$ cat config.mk
export PLATFORM = sky130hd
export DESIGN_NAME = reg_bank_cmd_ctrl
export DESIGN_NICKNAME = d
export VERILOG_FILES = /design/src/rtl/reg_bank_cmd_ctrl.sv
export SDC_FILE = /design/constraint.sdc
export NUM_CORES = 1
export LEC_CHECK = 0
export ABC_CLOCK_PERIOD_IN_PS = 3750
export CAP_MARGIN = 20
export CORE_MARGIN = 2
export CORE_UTILIZATION = 67
export DETAILED_ROUTE_END_ITERATION = 8
export DONT_BUFFER_PORTS = 1
export PLACE_DENSITY = 0.87
export SKIP_CTS_REPAIR_TIMING = 1
export SYNTH_ARGS = -nofsm -noshare
export SYNTH_HDL_FRONTEND = slang
export SYNTH_SLANG_ARGS = --single-unit
export TNS_END_PERCENT = 5
$ cat constraint.sdc
create_clock -name clk -period 3.75 [get_ports clk]
set_input_delay 0.1875 -clock clk [delete_from_list [all_inputs] [get_ports clk]]
set_output_delay 0.1875 -clock clk [all_outputs]
set_load 0.1 [all_outputs]
$ cat src/rtl/reg_bank_cmd_ctrl.sv
// Command front-end for the 14 x 16-bit register bank: FIFO-buffered commands, serialised bank strobes, in-order responses.
// Optional macro REG_BANK_ADDR_CHECK_EN: flag and suppress commands whose address is >= NUM_REGS.
module reg_bank_cmd_ctrl #(
   parameter int DATA_W   = 16,
   parameter int ADDR_W   = 4,
   parameter int NUM_REGS = 14,
   parameter int DEPTH    = 4
) (
   input  logic                         clk,
   input  logic                         rst,
   input  logic                         cmd_valid,
   output logic                         cmd_ready,
   input  logic                         cmd_write,
   input  logic [ADDR_W-1:0]            cmd_addr,
   input  logic [DATA_W-1:0]            cmd_wdata,
   output logic                         rsp_valid,
   input  logic                         rsp_ready,
   output logic                         rsp_write,
   output logic [DATA_W-1:0]            rsp_rdata,
   output logic                         rsp_err,
   output logic                         bank_write_en,
   output logic                         bank_read_en,
   output logic [ADDR_W-1:0]            bank_addr,
   output logic [DATA_W-1:0]            bank_data_in,
   input  logic [DATA_W-1:0]            bank_data_out,
   output logic                         busy,
   output logic [$clog2(DEPTH+1)-1:0]   fifo_level
);

   localparam int PTR_W = (DEPTH > 1) ? $clog2(DEPTH) : 1;
   localparam int LVL_W = $clog2(DEPTH+1);

   typedef enum logic [1:0] {IDLE, ISSUE, CAPT, RSP} state_t;

   state_t              state;
   logic                fifo_write [DEPTH];
   logic [ADDR_W-1:0]   fifo_addr  [DEPTH];
   logic [DATA_W-1:0]   fifo_data  [DEPTH];
   logic [PTR_W-1:0]    wr_ptr;
   logic [PTR_W-1:0]    rd_ptr;
   logic [LVL_W-1:0]    count;
   logic                push;
   logic                pop;
   logic                head_write;
   logic [ADDR_W-1:0]   head_addr;
   logic [DATA_W-1:0]   head_data;

   // cmd_ready comes from the registered level only, never from cmd_valid.
   assign cmd_ready  = (count != LVL_W'(DEPTH));
   assign push       = cmd_valid && cmd_ready;
   assign pop        = (state == IDLE) && (count != '0);
   assign head_write = fifo_write[rd_ptr];
   assign head_addr  = fifo_addr[rd_ptr];
   assign head_data  = fifo_data[rd_ptr];
   assign busy       = (state != IDLE) || (count != '0);
   assign fifo_level = count;

   always_ff @(posedge clk) begin
      if (push) begin
         fifo_write[wr_ptr] <= cmd_write;
         fifo_addr[wr_ptr]  <= cmd_addr;
         fifo_data[wr_ptr]  <= cmd_wdata;
      end
   end

`ifdef REG_BANK_ADDR_CHECK_EN
   localparam logic [ADDR_W:0] NUM_REGS_C = (ADDR_W+1)'(NUM_REGS);
   logic err_q;
   logic head_bad;
   assign head_bad = ({1'b0, head_addr} >= NUM_REGS_C);
   assign rsp_err  = err_q;
`else
   assign rsp_err  = 1'b0;
`endif

   always_ff @(posedge clk) begin
      if (!rst) begin
         wr_ptr        <= '0;
         rd_ptr        <= '0;
         count         <= '0;
         state         <= IDLE;
         bank_write_en <= 1'b0;
         bank_read_en  <= 1'b0;
         bank_addr     <= '0;
         bank_data_in  <= '0;
         rsp_valid     <= 1'b0;
         rsp_write     <= 1'b0;
         rsp_rdata     <= '0;
`ifdef REG_BANK_ADDR_CHECK_EN
         err_q         <= 1'b0;
`endif
      end else begin
         if (push) wr_ptr <= wr_ptr + PTR_W'(1);
         if (pop)  rd_ptr <= rd_ptr + PTR_W'(1);
         case ({push, pop})
            2'b10:   count <= count + LVL_W'(1);
            2'b01:   count <= count - LVL_W'(1);
            default: count <= count;
         endcase

         bank_write_en <= 1'b0;
         bank_read_en  <= 1'b0;

         case (state)
            IDLE: begin
               if (pop) begin
`ifdef REG_BANK_ADDR_CHECK_EN
                  if (head_bad) begin
                     rsp_valid <= 1'b1;
                     rsp_write <= head_write;
                     rsp_rdata <= '0;
                     err_q     <= 1'b1;
                     state     <= RSP;
                  end else
`endif
                  begin
                     bank_addr     <= head_addr;
                     bank_data_in  <= head_data;
                     bank_write_en <= head_write;
                     bank_read_en  <= !head_write;
                     state         <= ISSUE;
                  end
               end
            end
            // The strobe registered in IDLE is high for this one cycle and tells us the op.
            ISSUE: begin
               if (bank_write_en) begin
                  rsp_valid <= 1'b1;
                  rsp_write <= 1'b1;
                  rsp_rdata <= '0;
`ifdef REG_BANK_ADDR_CHECK_EN
                  err_q     <= 1'b0;
`endif
                  state     <= RSP;
               end else begin
                  state     <= CAPT;
               end
            end
            CAPT: begin
               rsp_valid <= 1'b1;
               rsp_write <= 1'b0;
               rsp_rdata <= bank_data_out;
`ifdef REG_BANK_ADDR_CHECK_EN
               err_q     <= 1'b0;
`endif
               state     <= RSP;
            end
            RSP: begin
               if (rsp_ready) begin
                  rsp_valid <= 1'b0;
                  state     <= IDLE;
               end
            end
            default: state <= IDLE;
         endcase
      end
   end

endmodule

## Word level (Yosys, flattened, before mapping)

Memory sizes are Yosys's and may differ from the RTL's. A register that Yosys moved wholly into a read port is not among the register bits.
Cells that the tools add are included.

| word-level totals | value |
|---|---|
| register bits after elaboration | 29 |
| RAM bits | 84 |
| input bits | 41 |
| memories kept | 3 |

| operators by class | value |
|---|---|
| add/sub/neg operators | 4 |
| eq/ne operators | 9 |
| muxes and demuxes | 15 |
| reduce and logical (&&, ||, !) cells | 17 |

Memory list:

| memory | depth | bits a word | read ports | clocked after memory_dff | write ports | line | source |
|---|---|---|---|---|---|---|---|
| fifo_data | 4 | 16 | 1 | 1 | 1 | 38 | `logic [DATA_W-1:0] fifo_data [DEPTH];` |
| fifo_addr | 4 | 4 | 1 | 1 | 1 | 37 | `logic [ADDR_W-1:0] fifo_addr [DEPTH];` |
| fifo_write | 4 | 1 | 1 | 1 | 1 | 36 | `logic fifo_write [DEPTH];` |

Operators by type and width:

| operator | count |
|---|---|
| $pmux 16 s2 | 1 |
| $mux 16 | 1 |
| $mux 2 | 4 |
| $pmux 2 s4 | 1 |
| $eq 2x2->1 const B | 3 |
| $ne 2x2->1 const B | 3 |
| $pmux 3 s2 | 1 |
| $reduce_and 2->1 | 3 |
| $reduce_and 3->1 | 2 |
| $reduce_bool 2->1 | 3 |
| $reduce_bool 3->1 | 2 |
| $mux 1 | 5 |
| $add 2x1->2 const B | 2 |
| $eq 2x1->1 const B | 2 |
| $add 3x1->3 const B | 1 |
| $logic_not 1->1 | 3 |
| $ne 3x3->1 const B | 1 |
| $pmux 1 s3 | 1 |
| $sub 3x1->3 const B | 1 |
| $logic_and 1x1->1 | 2 |
| $logic_not 2->1 | 1 |
| $pmux 1 s2 | 1 |
| $logic_or 1x1->1 | 1 |

## Depth between registers and ports, before layout

| logic depth | value |
|---|---|
| depth after elaboration | 4 |
| mapped depth | 10 |
| mapped depth without buffers | 10 |

## Worst setup path before layout

Ideal clock, no wire load.

| path | value |
|---|---|
| kind | flip-flop to flip-flop |
| from | register count[2] (netlist: fifo_level[2]) |
| to | register count[2] (netlist: fifo_level[2]) |
| library setup time | 0.070 ns |
| arrival time | 2.871 ns |
| required time | 3.680 ns |
| path slack | 0.809 ns |
| cell stages (with the launch flop) | 10 |
| buffers on the path | 1 |
| cell sequence | dfxtp_1 > or3b_1 > buf_6 > nand2_1 > ha_1 > inv_1 > fa_1 > xor2_1 > or3_1 > a21oi_1 |

| on the way | value |
|---|---|
| longest elaborated chain between the ends | 4 |

RTL lines:

| element | line | source |
|---|---|---|
| start: declaration | 41 | `logic [LVL_W-1:0] count;` |
| start signal: assignment | 96 | `2'b10: count <= count + LVL_W'(1);` |
| start signal: assignment | 97 | `2'b01: count <= count - LVL_W'(1);` |
| start signal: assignment | 98 | `default: count <= count;` |
| $ne 3x3->1 (*) | 49 | `assign cmd_ready = (count != LVL_W'(DEPTH));` |
| net cmd_ready | 12 | `output logic cmd_ready,` |
| $logic_and 1x1->1 (*) | 50 | `assign push = cmd_valid && cmd_ready;` |
| $eq 2x1->1 / $eq 2x2->1 (equally long branches) | 95 | `case ({push, pop})` |
| $pmux 3 s2 / $reduce_bool 2->1 (equally long branches) | n/a |  |

Mark *: on every way through the listed nets, which the timed path passes. The rest lies on a longest branch.
A chain may end at the register's enable or synchronous reset.

## Worst setup path after layout

| path | value |
|---|---|
| from | register count[1] (netlist: fifo_level[1]) |
| to | register count[2] (netlist: fifo_level[2]) |

| on the way | value |
|---|---|
| longest elaborated chain between the ends | 4 |

RTL lines:

| element | line |
|---|---|
| $ne 3x3->1 / $reduce_bool 3->1 (equally long branches) | 49, 51 |
| $logic_and 1x1->1 (on tied branches) | 50, 51 |
| $eq 2x1->1 / $eq 2x2->1 (equally long branches) | 95 |
| $pmux 3 s2 / $reduce_bool 2->1 (equally long branches) | n/a |

Parallel ways exist; a longest one is shown, timed or not.

==> flow_metrics.py <==
metrics = {
    "synthesis": {
        "synthTopCellsByCount": "edfxtp_1 (84), dfxtp_1 (51), nor2_1 (24)",
        "yosysWarnings": 0,
        "dominantRegCellSynth": "edfxtp_1",
        "synth_cell_type_count": 40,
        "syn_area_per_cell_um2": 16.7,
        "syn_nets": 352,
        "synthCells": 300,
        "synth.largest_area_cell": "edfxtp_1",
        "async_reset_ff_share_pct": 0,
        "ys_top_cells_by_area": "edfxtp_1 (50%), dfxtp_1 (20%), mux4_2 (9.4%)",
        "post-synth-top-count-cell": "edfxtp_1",
        "synth-seq-cells": 135,
        "synth_top_area_share_pct": 50.3,
        "synth_edf_count": 84,
        "synth_seq_area_share_pct": 70.7,
        "syn-cell-area_um2": 5010,
    },
    "setup_path": {
        "critPathRequiredTime_ns": 4.20,
        "cp_max_fo": 7,
        "rr_worst_depth": 8,
        "ff2ff_setup_slack_ns": 0.85,
        "start_kind": "flip-flop",
        "cp-end-kind": "flip-flop",
        "path_class": "reg -> reg",
        "arrival_ns": 3.34,
    },
    "floorplanning": {
        "start_util_pct": 69.1,
        "fp.dieH_um": 90.5,
        "num_io_pins": 87,
        "design.die.area_um2": 8190,
        "core_um2": 7250,
        "placementRows": 31,
        "die_width_um": 90.5,
    },
    "layout": {
        "num-nets-final": 403,
        "fill_cells": 331,
        "seqCellArea_um2": 3540,
        "multi_input_area_um2": 1320,
        "utilization_pct": 83.4,
        "num_antenna_cells": 0,
        "fin_area_um2": 6050,
        "syn_to_final_growth_pct": 20.7,
        "drive_above_1_share_pct": 19.2,
    },
    "sta": {
        "setup-violations-final": 0,
        "skew_ns": 0.0122,
        "fmax_ghz": 0.345,
        "fin_crit_ns": 2.90,
        "rsz0062_at_grt": "no",
        "maxSlewViolCount": 0,
        "whs_ns": 0.0160,
        "tightestPinTransition_ns": 1.19,
        "timing.setup.tns_ns": 0,
        "min_period_over_period_pct": 77.2,
        "hold_viol": 0,
        "slew_headroom_pct": 20.5,
    },
    "pwr": {
        "p_sw_share_pct": 45.6,
        "internal_power_mw": 3.13,
        "p_leak_nw": 2.14,
        "power_frac_seq_pct": 52.0,
        "p_comb_share_pct": 21.5,
        "pwr-share-clk_pct": 26.5,
        "powerDensity_nw_per_um2": 952,
        "ir_drop_uv": 748,
        "netSwitchingPower_mw": 2.63,
    },
    "detailed_routing": {
        "final_antenna_net_count": 0,
        "detail_route.iter0.violations": 297,
        "via_per_inst": 6.43,
        "drc": 0,
        "vias": 2976,
        "dr.pass1.iters": 5,
        "wl_um": 11200,
        "wl_per_cell_um": 24.2,
    },
    "cts": {
        "cts_max_level": 4,
        "cts.reportedPaths.clkPinSlew_ns": 0.07,
        "cts-root-buf": "clkbuf_8",
        "cts_inserted_buffers": 17,
        "cts.sinks": 135,
        "cts_tree": "done",
        "cts_max_path_buffers": 2,
        "clock_latency_ns": 0.53,
    },
    "min_path": {
        "hp-class": "in -> reg",
        "hold_depth": 2,
    },
    "global_route": {
        "grt_max_degree": 29,
        "grt-ovfl-total": 0,
        "antenna_found_initial": 0,
        "grt_util_all_layers_pct": 24.3,
        "first_global_vias": 2715,
        "grt_pass1_wl_um": 14600,
    },
    "place": {
        "place_congestion": 0.719,
        "place_hpwl_um": 5440,
        "port_buffers": 0,
        "dpl_cell_area_um2": 5100,
    },
    "job": {
        "maxCapViolCount": 0,
    },
    "outcome": {
        "outcome": "complete, no violations",
    },
}
-- cell families after synthesis --
group	count (synthesis)	synth area share, %
adders and majority gates	11	2.89
DFF	135	70.7
xor gates and xnor gates	4	0.699
buffers and inverters	29	2.99
muxes	23	9.83
and+or+nand+nor	46	4.34
other	1	0.0748
AOI/OAI and AO/OA	51	8.48
-- critical path, cell delays in order (launching register included) --
cell and delay [ns]:
dfxtp_1 1.11, o31ai_2 0.20, inv_2 0.17, ha_1 0.20, inv_1 0.06, fa_1 0.37, xor2_1 0.18, or3_1 0.37
a21oi_1 0.15
-- final cells by class --
cell class	count	area share (%)
inverters	11	0.682
flip-flops and latches	135	58.6
clock inverters	15	2.15
repair buffers	50	7.86
multi-input cells	136	21.9
clock buffers	17	6.84
well taps	99	2.05
-- power groups by stage --
stage / combinational [mW] / sequential (mW) / clock (mW)
floorplan: 0.883 / 3.00 / 0
global placement: 1.05 / 2.99 / 0
detailed placement: 1.10 / 3.01 / 0
CTS: 1.12 / 2.99 / 1.52
global route: 1.32 / 3.02 / 1.61
finish: 1.24 / 3.00 / 1.53
-- per-layer routing --
metal	up-vias	GRT usage, %	wire length, um
met5	-	0	0
met4	0	8.08	439
met3	52	8.76	761
met2	175	40.0	5850
met1	1476	30.3	4150
li1	1273	-	-
-- flip-flops by register name (all words and copies together) (netlist names), 3 cells and up, named ones only --
register      flops
fifo_data        64
bank_data_in     16
fifo_addr        16
rsp_rdata        16
bank_addr         4
fifo_write        4
fifo_level        3
-- cells in the final DEF, fill, tap and decap left out, drive strengths merged --
cell type	n
buf	10
inv	21
o21ai	1
nand3	2
or3	1
a21o	2
edfxtp	84
nor2	25
clkinvlp	2
nor2b	1
a31oi	1
or4b	1
nor3	2
conb	1
fa	1
ha	10
dfxtp	51
o21a	2
o311ai	1
a22o	20
nor3b	1
clkbuf	17
nand2b	2
a21boi	2
a21oi	4
a311oi	1
nand2	5
xnor2	1
clkinv	3
mux4	21
mux2i	2
dlygate4sd3	40
or3b	1
and3	5
a32oi	16
o31ai	1
xor2	3
-- worst paths after layout --
path,start,to
min,rst,rsp_rdata[6]
min reg2reg,state[1],state[1]
max reg2reg,fifo_level[1],fifo_level[2]
max,fifo_level[1],fifo_level[2]
-- through the flow --
stage / setup slack, ns / power (mW) / cells
floorplan: 0.809 / 3.88 / 300
global placement: 1.15 / 4.04 / 390
detailed placement: 1.04 / 4.10 / 390
CTS: 0.978 / 5.63 / 422
global route: 0.832 / 5.95 / 463
finish: 0.855 / 5.76 / 463
No activity file was read; power rests on OpenSTA's default activity.
